[config.mk]
export PLATFORM = sky130hd
export DESIGN_NAME = sqrt_arg_issue
export DESIGN_NICKNAME = d
export VERILOG_FILES = /design/src/rtl/sqrt_arg_issue.sv
export SDC_FILE = /design/constraint.sdc
export NUM_CORES = 1
export LEC_CHECK = 0
export ABC_AREA = 1
export CAP_MARGIN = 30
export CORE_MARGIN = 5
export CORE_UTILIZATION = 59
export CTS_CLUSTER_SIZE = 28
export DETAILED_ROUTE_END_ITERATION = 6
export PLACE_DENSITY = 0.85
export SYNTH_ARGS = -nofsm -noshare
export SYNTH_HDL_FRONTEND = slang
export SYNTH_SLANG_ARGS = --single-unit
[constraint.sdc]
create_clock -name clk -period 5.9 [get_ports clk]
set_input_delay 0.885 -clock clk [delete_from_list [all_inputs] [get_ports clk]]
set_output_delay 0.885 -clock clk [all_outputs]
set_load 0.01 [all_outputs]
[src/rtl/sqrt_arg_issue.sv]
// Argument feeder for the multi-cycle sqrt stage: buffers a valid/ready stream in a
// small FIFO and issues one-cycle arg pulses no closer than ISSUE_GAP cycles apart.
module sqrt_arg_issue #(
    parameter int DATA_WIDTH = 8,
    parameter int DEPTH      = 4,
    parameter int ISSUE_GAP  = 6
) (
    input  logic                         clk,
    input  logic                         rst,
    input  logic                         flush,
    input  logic                         in_vld,
    output logic                         in_rdy,
    input  logic [DATA_WIDTH-1:0]        in_data,
    output logic                         out_vld,
    output logic [DATA_WIDTH-1:0]        out_data,
    output logic [$clog2(DEPTH+1)-1:0]   count,
    output logic                         busy
);
    localparam int AW = $clog2(DEPTH);
    localparam int CW = $clog2(DEPTH + 1);
    localparam int GW = $clog2(ISSUE_GAP + 1);
    localparam logic [CW-1:0] FULL_COUNT = CW'(DEPTH);
    localparam logic [GW-1:0] GAP_RELOAD = GW'(ISSUE_GAP - 1);

    typedef enum logic [1:0] {IDLE, ISSUE, WAIT} state_t;

    logic [DATA_WIDTH-1:0] mem [DEPTH];

    logic [AW-1:0]         wr_ptr_reg, wr_ptr_next;
    logic [AW-1:0]         rd_ptr_reg, rd_ptr_next;
    logic [CW-1:0]         count_reg, count_next;
    logic [GW-1:0]         gap_cnt_reg, gap_cnt_next;
    logic                  out_vld_reg, out_vld_next;
    logic [DATA_WIDTH-1:0] out_data_reg;
    state_t                state;
    logic                  push;
    logic                  issue;

    assign in_rdy = (count_reg != FULL_COUNT);
    assign push   = in_vld && in_rdy;

    // The gap counter and occupancy together are the state; this just decodes them.
    always_comb begin
        state = IDLE;
        if (gap_cnt_reg != '0) begin
            state = WAIT;
        end else if (count_reg != '0) begin
            state = ISSUE;
        end
    end

    always_comb begin
        wr_ptr_next  = wr_ptr_reg;
        rd_ptr_next  = rd_ptr_reg;
        gap_cnt_next = gap_cnt_reg;
        out_vld_next = 1'b0;
        issue        = 1'b0;

        if (push) begin
            wr_ptr_next = wr_ptr_reg + AW'(1);
        end

        unique case (state)
            ISSUE: begin
                issue        = 1'b1;
                out_vld_next = 1'b1;
                rd_ptr_next  = rd_ptr_reg + AW'(1);
                gap_cnt_next = GAP_RELOAD;
            end
            WAIT: begin
                gap_cnt_next = gap_cnt_reg - GW'(1);
            end
            default: begin
            end
        endcase

        count_next = count_reg + CW'(push) - CW'(issue);
    end

    // Storage is left unreset; a flushed push must not land in it either.
    always_ff @(posedge clk) begin
        if (push && !rst && !flush) begin
            mem[wr_ptr_reg] <= in_data;
        end
    end

    always_ff @(posedge clk) begin
        if (rst) begin
            wr_ptr_reg   <= '0;
            rd_ptr_reg   <= '0;
            count_reg    <= '0;
            gap_cnt_reg  <= '0;
            out_vld_reg  <= 1'b0;
            out_data_reg <= '0;
        end else if (flush) begin
            wr_ptr_reg   <= '0;
            rd_ptr_reg   <= '0;
            count_reg    <= '0;
            gap_cnt_reg  <= '0;
            out_vld_reg  <= 1'b0;
        end else begin
            wr_ptr_reg   <= wr_ptr_next;
            rd_ptr_reg   <= rd_ptr_next;
            count_reg    <= count_next;
            gap_cnt_reg  <= gap_cnt_next;
            out_vld_reg  <= out_vld_next;
            if (issue) begin
                out_data_reg <= mem[rd_ptr_reg];
            end
        end
    end

    assign out_vld  = out_vld_reg;
    assign out_data = out_data_reg;
    assign count    = count_reg;
    assign busy     = (count_reg != '0) || out_vld_reg || (gap_cnt_reg != '0);

endmodule

== Word-level counts from Yosys, hierarchy flattened ==
Memory sizes are Yosys's and may differ from the RTL's. A register that Yosys moved wholly into a read port is not among the register bits.
Cells that the tools add are included.

* Add/subtract/negate cells: 5
* Equality and inequality tests: 3
* Mux-type cells: 6
* Bitwise gates (word level): 1
* Reduce and logical (&&, ||, !) cells: 12

{| class="wikitable"
|+ Operators by type and width
! operator !! number
|-
| case mux 3 bit (2 select lines) || 1
|-
| nonzero test 3 bit || 2
|-
| adder 2 x 1 -> 2 bit (second input constant) || 2
|-
| two-way mux 1 bit || 4
|-
| adder 3 x 1 -> 3 bit || 1
|-
| logical AND 1 bit || 3
|-
| inequality test 3 bit (second input constant) || 1
|-
| subtractor 3 x 1 -> 3 bit || 1
|-
| subtractor 3 x 1 -> 3 bit (second input constant) || 1
|-
| == test 2 x 1 -> 1 bit (second input constant) || 1
|-
| == test 2 bit (second input constant) || 1
|-
| logical NOT 1 bit || 2
|-
| logical OR 1 bit || 2
|-
| two-way mux 2 bit || 1
|-
| AND reduction 2 bit || 1
|-
| nonzero test 2 bit || 1
|-
| OR reduction 2 bit || 1
|-
| NOT 1 bit || 1
|}

* Bits in registers: 11
* Memory bits (writable): 32
* Input bits: 12
* Output and inout bits: 14
* Logic and storage cells: 33
* Memories kept: 1

{| class="wikitable"
|+ Memories
! name !! depth !! width !! read ports !! clocked after memory_dff !! wr ports !! RTL line !! RTL
|-
| mem || 4 || 8 || 1 || 1 || 1 || 27 || <nowiki>logic [DATA_WIDTH-1:0] mem [DEPTH];</nowiki>
|}

== Depth between registers and ports, before layout ==
Gate-level depths: netlist of the first run.

* Word-level depth: 6
* Gate-level depth with buffers: 14
* Gate-level depth less buffers: 14

== Worst setup path after synthesis of the first run ==
Ideal clock, no wire load.

* Path kind: input to register
* Start point: in in_vld
* End point: reg count_reg[2], in the netlist count[2]
* Setup time: 113 ps
* Arrival: 1965 ps
* Setup slack: 3822 ps
* Stages on the path: 8
* Path buffers: 0
* Path through: nand2_1 -> ha_1 -> inv_1 -> ha_1 -> inv_1 -> fa_1 -> nor2_1 -> nor2_1

* Word-level cells in the longest chain between the ends: 3

{| class="wikitable"
|+ RTL lines
! item !! RTL line !! RTL
|-
| start: declaration || 11 || <nowiki>input logic in_vld,</nowiki>
|-
| logical AND 1 bit || 40 || <nowiki>assign push = in_vld && in_rdy;</nowiki>
|-
| adder 3 x 1 -> 3 bit || 77 || <nowiki>count_next = count_reg + CW'(push) - CW'(issue);</nowiki>
|-
| subtractor 3 x 1 -> 3 bit || 77 ||
|-
| end signal: assignment || 104 || <nowiki>count_reg <= count_next;</nowiki>
|-
| end: declaration || 31 || <nowiki>logic [CW-1:0] count_reg, count_next;</nowiki>
|}

Every way passes these cells.
A chain may end at the register's enable or synchronous reset.

== Worst setup path in the final report of the first run ==
* Start point: reg gap_cnt_reg[0]
* End point: out busy

* Word-level cells in the longest chain between the ends: 2

{| class="wikitable"
|+ RTL lines
! item !! RTL line !! RTL
|-
| start: declaration || 32 || <nowiki>logic [GW-1:0] gap_cnt_reg, gap_cnt_next;</nowiki>
|-
| start signal: assignment || 105 || <nowiki>gap_cnt_reg <= gap_cnt_next;</nowiki>
|-
| nonzero test 3 bit || 116 || <nowiki>assign busy = (count_reg != '0) || out_vld_reg || (gap_cnt_reg != '0);</nowiki>
|-
| logical OR 1 bit || 116 ||
|-
| end: declaration || 17 || <nowiki>output logic busy</nowiki>
|}

Every way passes these cells.

==> parameters.txt, run 1 <==
Parameter                              Value

Detailed routing
  DRC violation count after routing ... 0
  Antenna-violating nets left ... 0
  Total number of vias ... 1610
  Detailed-route vias per instance ... 4.75
  Count of routing violations after the opening detailed-route iteration ... 167
  Post-detailed-routing wire length ... 4020 um
  Routed wire per std cell ... approximately 12 um
  Length of the first detailed-routing pass in iterations ... 4

Run
  Maximum Capacitance Violations ... 0

Placed design
  Place WS ... 3.14 ns
  Count of input and output buffers ... 25
  Total cell area at the placement stage ... roughly 2600 um2
  Placed wire-length estimate after detailed placement ... around 2900 um
  Total placed cells including tap cells ... between 300 and 400
  Final Wtd Congestion ... 0.780

Finish
  Synth-to-layout area growth ... 17.3%
  Post-layout util ... 0.731
  Filler-free cell count of the finished design ... 339
  Final #Nets ... around 310
  Proportion of layout cells with a drive suffix above 1 ... 0.0584
  Number of inserted diodes ... 0
  Number of flip-flops under the largest register name ... 32
  Finished Cell Area ... roughly 2700 um2

Worst setup path
  Buffers plus inverters on the worst setup path ... 3
  Cell seen most often among critical-path stages ... sky130_fd_sc_hd__inv_1
  Ordered list of cells on the worst path ... inv_1 > ha_1 > inv_1 > nor2_4 > nand3_1 > or2_2 > clkdlybuf4s50_1
  Slowest-stage cell, CP ... sky130_fd_sc_hd__clkdlybuf4s50_1
  Worst path max stage delay ... between 0.4 and 0.5 ns
  Crit Path Class ... register to primary output
  Max Fanout on Critical Path ... 6
  CP top delay family ... buffers and inverters
  CP Capture Type ... primary output
  Worst endpoint data arrival time ... roughly 2 ns
  Launching element type of the critical path ... register
  Data required, critical path ... about 5.0 ns

Yosys
  Sequential area share after synthesis ... 0.575
  Synth Register Bits ... 51
  Number of nets in the synthesized netlist ... 284
  Number of enable-type register cells in the synthesized netlist ... 32
  Fraction of synthesized cell area in xor and xnor cells ... 0.00751
  Post-synthesis instance area ... 2330 um2
  Area fraction of the dominant cell type after synthesis ... 0.412
  Top_reg_cell synth ... sky130_fd_sc_hd__edfxtp_1
  Top-count cell post-synth ... sky130_fd_sc_hd__nand2_1
  Library cell with the largest summed area after synthesis ... sky130_fd_sc_hd__edfxtp_1
  Multiplexer area fraction after synthesis ... 0
  Mean Syn Cell Area ... 8.87 um2
  Ys Warns ... 0
  Share of async-settable or async-resettable flops after synthesis ... 0
  Synth Area in Compound Gates ... 0.0150
  Most frequent cells after synthesis ... sky130_fd_sc_hd__nand2_1 (69), sky130_fd_sc_hd__inv_1 (59), sky130_fd_sc_hd__edfxtp_1 (32)
  Post-Synth Adder-Cell Area ... 0.0515
  Area contributors post-synth ... sky130_fd_sc_hd__edfxtp_1 (41%), sky130_fd_sc_hd__dfxtp_1 (16%), sky130_fd_sc_hd__nand2_1 (11%), sky130_fd_sc_hd__inv_1 (9.5%), sky130_fd_sc_hd__nor2_1 (4.7%)
  Library cells used by synthesis ... 23
  Dominant combinational cell family by area after synthesis ... simple AND/OR/NAND/NOR gates
  Post-synthesis share of cell area spent on and, or, nand and nor gates ... 0.234
  Synthesized netlist cell count ... 263

Floorplan
  Die extent in x ... roughly 73 um
  Row cnt ... 22
  Die footprint ... approximately 5300 um2
  Starting utilization of the core area ... 0.623
  Die span in y ... around 73 um
  Area inside the core boundary ... approximately 3700 um2
  I/O pin cnt ... 26

GRT
  Maximum number of pins on one net before global-route repair ... 20
  Antenna violations before repair ... 0
  Global Route Usage Sum ... 0.169
  Global-route wire length before repair ... 6780 um
  Grt ovf ... 0
  Vias in the first global route ... 1426

Power
  Peak supply drop ... 0.245 mV
  Pwr per Cell Area ... 354 nW/um2
  Power after layout ... around 970 uW
  Leak pwr ... 1.26 nW

Timing
  Post-route worst setup slack ... 2.98 ns
  Shortest clock period the worst path allows after layout ... 2.92 ns
  Achievable clock frequency ... 342 MHz
  Skew final ... 0.00350 ns
  Max-Slew Margin vs Limit ... 0.544
  Final max-slew violation count ... 0
  Worst hold slack across all endpoints ... 0.505 ns
  Final setup fails ... 0
  RSZ-0062 raised after global routing ... false
  Total count of hold-check failures in the final report ... 0
  Summed negative setup slack over all endpoints ... 0 ns
  Pin slew with the least headroom to its limit ... 0.683 ns
  Final Cycle Share ... 0.495

Hold path
  Worst hold-check path type ... register to register

Outcome
  Run status ... finished clean

Clock tree
  TritonCTS Buffers ... 5
  Setup bufs post-CTS ... 0
  Hold-fix buffers, CTS ... 0
  Register clock-pin slew on the reported worst setup and hold paths ... ~0.090 ns
  Clock Sinks ... slightly above 50
  Clock root buffer ... sky130_fd_sc_hd__clkbuf_8
  Level count of the clock H-tree ... 2
  Clock tree from TritonCTS ... done
  Number of instances resized during post-cts repair ... 0
  Worst-skew pair later-pin latency ... about 0.30 ns
  CTS max path bufs ... 2
-- cell type report --
cell class / count / area, um2
Clock buffer: 5 / 68.8
Timing Repair Buffer: 25 / 250
Fill cell: 302 / 1010
Clock inverter: 3 / 67.6
Tap cell: 48 / 60.1
Multi-Input combinational cell: 146 / 718
Sequential cell: 51 / 1340
Inverter: 61 / 231
-- kinds of logic (layout without fill, tap and decap cells) --
| family | after synthesis | count (layout) |
|---|---|---|
| AND/OR/NAND/NOR | 128 | 128 |
| adder cells (fa/ha/maj) | 9 | 9 |
| buffers and inverters | 66 | 94 |
| XOR/XNOR | 2 | 2 |
| flip-flops | 51 | 51 |
| AO/OA/AOI/OAI | 7 | 7 |
-- power breakdown --
group	switching [mW]	internal, mW
logic	0.138	0.115
clock network	0.113	0.169
registers	0.0253	0.408
-- layer usage --
metal | global-route usage | share of wire | up-vias
li1 | - | - | 847
met1 | 0.244 | 0.48 | 721
met2 | 0.244 | 0.45 | 35
met3 | 0.0455 | 0.049 | 7
met4 | 0.0615 | 0.017 | 0
met5 | 0 | 0 | -
-- cell usage in the layout, fill, tap and decap left out --
cell type,instances
sky130_fd_sc_hd__nand2_2,3
sky130_fd_sc_hd__clkinvlp_4,1
sky130_fd_sc_hd__nor2_1,29
sky130_fd_sc_hd__nand2_1,69
sky130_fd_sc_hd__nand4_1,1
sky130_fd_sc_hd__fa_1,1
sky130_fd_sc_hd__or2_2,2
sky130_fd_sc_hd__inv_1,59
sky130_fd_sc_hd__bufinv_16,2
sky130_fd_sc_hd__nor2_2,1
sky130_fd_sc_hd__edfxtp_1,32
sky130_fd_sc_hd__inv_4,1
sky130_fd_sc_hd__ha_1,8
sky130_fd_sc_hd__xor2_1,1
sky130_fd_sc_hd__dfxtp_1,19
sky130_fd_sc_hd__clkinv_1,1
sky130_fd_sc_hd__nand3_4,1
sky130_fd_sc_hd__a21oi_1,6
sky130_fd_sc_hd__clkbuf_8,5
sky130_fd_sc_hd__xnor2_1,1
sky130_fd_sc_hd__clkdlybuf4s50_1,25
sky130_fd_sc_hd__o21ai_0,1
sky130_fd_sc_hd__nand3_1,21
sky130_fd_sc_hd__nor2_4,1
-- path summary, 6_finish.rpt --
path                  startpoint              to  slack (ns)  cells past startpoint
hold reg to reg   gap_cnt_reg[1]  gap_cnt_reg[1]        0.51                      2
setup reg to reg  gap_cnt_reg[0]        count[2]        3.75                     14
setup / recovery  gap_cnt_reg[0]            busy        2.98                      7
hold / removal    gap_cnt_reg[1]  gap_cnt_reg[1]        0.51                      2
-- tightest hold or removal path, stage by stage (launching register included) --
cell and delay [ns]:
sky130_fd_sc_hd__dfxtp_1 0.32, sky130_fd_sc_hd__nand4_1 0.09, sky130_fd_sc_hd__a21oi_1 0.05
Power figures use the tool's default switching activity.
==> run 2, diff against run 1 <==
Settings changed: CORE_UTILIZATION 59 to 50, PLACE_DENSITY 0.85 to 0.77.
Clock period 5.9 ns to 2.6 ns, I/O delays scaled along.
==> run 2 against run 1 <==
Against the previous run:
- critical path depth did not move
- first-iteration DRC count fell by 43%
- global-route usage decreased by 2.7 points
- worst hold slack gained 0.0042 ns
- flip-flop and latch count unchanged
- largest power group unchanged
- count of clock-buffer cells in the layout unchanged
- setup slack worse by 2.8 ns
- combinational power grew 130%
==> parameters.txt, run 2 (same netlist as run 1, synthesis figures left out) <==
Parameter                              Value

Clock tree
  Clock root buffer ... sky130_fd_sc_hd__clkbuf_8
  Level count of the clock H-tree ... 2
  Clock Sinks ... 51
  Number of instances resized during post-cts repair ... 0
  Clock tree from TritonCTS ... done
  TritonCTS Buffers ... 5
  Worst-skew pair later-pin latency ... 0.30 ns
  CTS max path bufs ... 2
  Hold-fix buffers, CTS ... 0
  Setup bufs post-CTS ... 0
  Register clock-pin slew on the reported worst setup and hold paths ... 0.09 ns

Worst setup path
  Slowest-stage cell, CP ... sky130_fd_sc_hd__clkdlybuf4s50_1
  Ordered list of cells on the worst path ... inv_1 > ha_1 > inv_1 > nor2_4 > nand3_1 > or2_2 > clkdlybuf4s50_1
  Data required, critical path ... about 2.2 ns
  Cell seen most often among critical-path stages ... sky130_fd_sc_hd__inv_1
  CP Capture Type ... primary output
  Crit Path Class ... register to primary output
  Max Fanout on Critical Path ... 6
  Launching element type of the critical path ... register
  Worst endpoint data arrival time ... 2.00 ns
  Worst path max stage delay ... 0.48 ns

Detailed routing
  Length of the first detailed-routing pass in iterations ... 4
  Sum of routed wire segments on met1 ... 1930 um
  Met2 wire length ... 1830 um
  Detailed route wirelength on metal3 ... 171 um
  Count of routing violations after the opening detailed-route iteration ... 96
  Post-detailed-routing wire length ... 4030 um
  Routed wire per std cell ... 11.6 um
  DR top layer ... met4
  Detailed-route vias per instance ... 4.73
  DRC violation count after routing ... 0
  Antenna-violating nets left ... 0
  Total number of vias ... 1647

Timing
  Final max-slew violation count ... 0
  Final Cycle Share ... 0.918
  Skew final ... roughly 0.003 ns
  RSZ-0062 raised after global routing ... false
  Achievable clock frequency ... 419 MHz
  Pin slew with the least headroom to its limit ... 0.698 ns
  Summed negative setup slack over all endpoints ... 0 ns
  Final setup fails ... 0
  Total count of hold-check failures in the final report ... 0
  Max-Slew Margin vs Limit ... 0.534
  Shortest clock period the worst path allows after layout ... 2.39 ns

Floorplan
  Die span in y ... 78.3 um
  Starting utilization of the core area ... 0.525
  Die footprint ... 6130 um2
  I/O pin cnt ... 26
  Area inside the core boundary ... 4440 um2
  Row cnt ... 24
  Die extent in x ... 78.3 um

Hold path
  Worst hold-check path type ... register to register

GRT
  Global Route Usage Sum ... 0.142
  Maximum number of pins on one net before global-route repair ... 20
  Grt ovf ... 0
  Global-route wire length before repair ... 6690 um
  Vias in the first global route ... 1488
  Antenna violations before repair ... 0

Finish
  Final #Nets ... 316
  Number of flip-flops under the largest register name ... 32
  Leading cell type in the layout, fill and taps excluded ... sky130_fd_sc_hd__nand2_1
  Finished Cell Area ... 2760 um2
  Proportion of layout cells with a drive suffix above 1 ... 0.0709
  Number of inserted diodes ... 0
  Top library cells by usage in the layout, fill and taps aside ... sky130_fd_sc_hd__nand2_1 (69), sky130_fd_sc_hd__inv_1 (59), sky130_fd_sc_hd__edfxtp_1 (32)
  Synth-to-layout area growth ... 18.1%

Power
  Share of total power in combinational logic ... 0.275
  Internal power ... 1.48 mW
  Fraction of power spent switching nets ... 0.297
  Pwr per Cell Area ... ~760 nW/um2
  Leak pwr ... 1.28 nW
  Sequential power share ... 0.468
  NetSw ... about 630 uW
  Peak supply drop ... roughly 0.35 mV
  Relative contribution of the clock network to total power ... 0.258

Run
  Maximum Capacitance Violations ... 0

Placed design
  Count of input and output buffers ... 25
  Total cell area at the placement stage ... roughly 2600 um2
  Placed wire-length estimate after detailed placement ... 2790 um
  Final Wtd Congestion ... 0.731

Outcome
  Run status ... finished clean
[run 2: changes by cell type in the layout (fill, tap and decap cells not counted)]
cell,change
sky130_fd_sc_hd__buf_4,+5
sky130_fd_sc_hd__bufinv_16,-1
sky130_fd_sc_hd__clkinv_1,+1
sky130_fd_sc_hd__clkinvlp_4,-1
sky130_fd_sc_hd__inv_6,+1
[run 2: area by class of cell]
cell class / count / area, um2
Sequential cell: 51 / 1340
Fill cell: 381 / 1690
Inverter: 61 / 231
Clock inverter: 3 / 42.5
Timing Repair Buffer: 30 / 288
Tap cell: 52 / 65.1
Multi-Input combinational cell: 146 / 718
Clock buffer: 5 / 68.8
[run 2: through the flow]
step	hold slack, ns	power (mW)	cells	setup WS (ns)	utilization
global placement	0.481	1.56	340	0.446	0.595
finish	0.509	2.10	348	0.213	0.620
CTS	0.515	2.13	348	0.181	0.620
floorplan	0.465	1.38	263	0.623	-
detailed placement	0.494	1.58	340	0.338	0.595
global route	0.546	2.23	348	0.0669	0.620
[run 2: path summary, 6_finish.rpt]
path / startpoint / endpoint / slack, ns / cells past startpoint
worst max register to register: gap_cnt_reg[0] / count[2] / 0.43 / 13
worst max-delay path: gap_cnt_reg[0] / busy / 0.21 / 7
worst min-delay path: gap_cnt_reg[1] / gap_cnt_reg[1] / 0.51 / 2
worst min register to register: gap_cnt_reg[1] / gap_cnt_reg[1] / 0.51 / 2
[run 2: per-layer routing]
metal / track usage / vias up
met2: 0.224 / 33
met3: 0.0400 / 11
li1: - / 858
met1: 0.180 / 745
met4: 0.0682 / 0
met5: 0 / -
[run 2: critical path, delay by kind of cell (launching register included)]
kind / cells / cell delay (ns)
adders and majority gates: 1 / 0.16
buffers and inverters: 3 / 0.63
DFF: 1 / 0.33
and+or+nand+nor: 3 / 0.58
[run 2: power by group through the flow]
| stage | Combinational (mW) | Clock, mW | Sequential [mW] |
|---|---|---|---|
| after floorplan | 0.380 | 0 | 1.00 |
| after global placement | 0.564 | 0 | 0.999 |
| after detailed placement | 0.581 | 0 | 1.00 |
| after CTS | 0.584 | 0.558 | 0.984 |
| after global routing | 0.650 | 0.589 | 0.995 |
| final | 0.578 | 0.542 | 0.984 |
==> run 3, diff against run 2 <==
Settings changed: CAP_MARGIN 30 to 20.
==> results of run 3 <==
No change in the layout: final DEF, timing and power equal those of run 2.
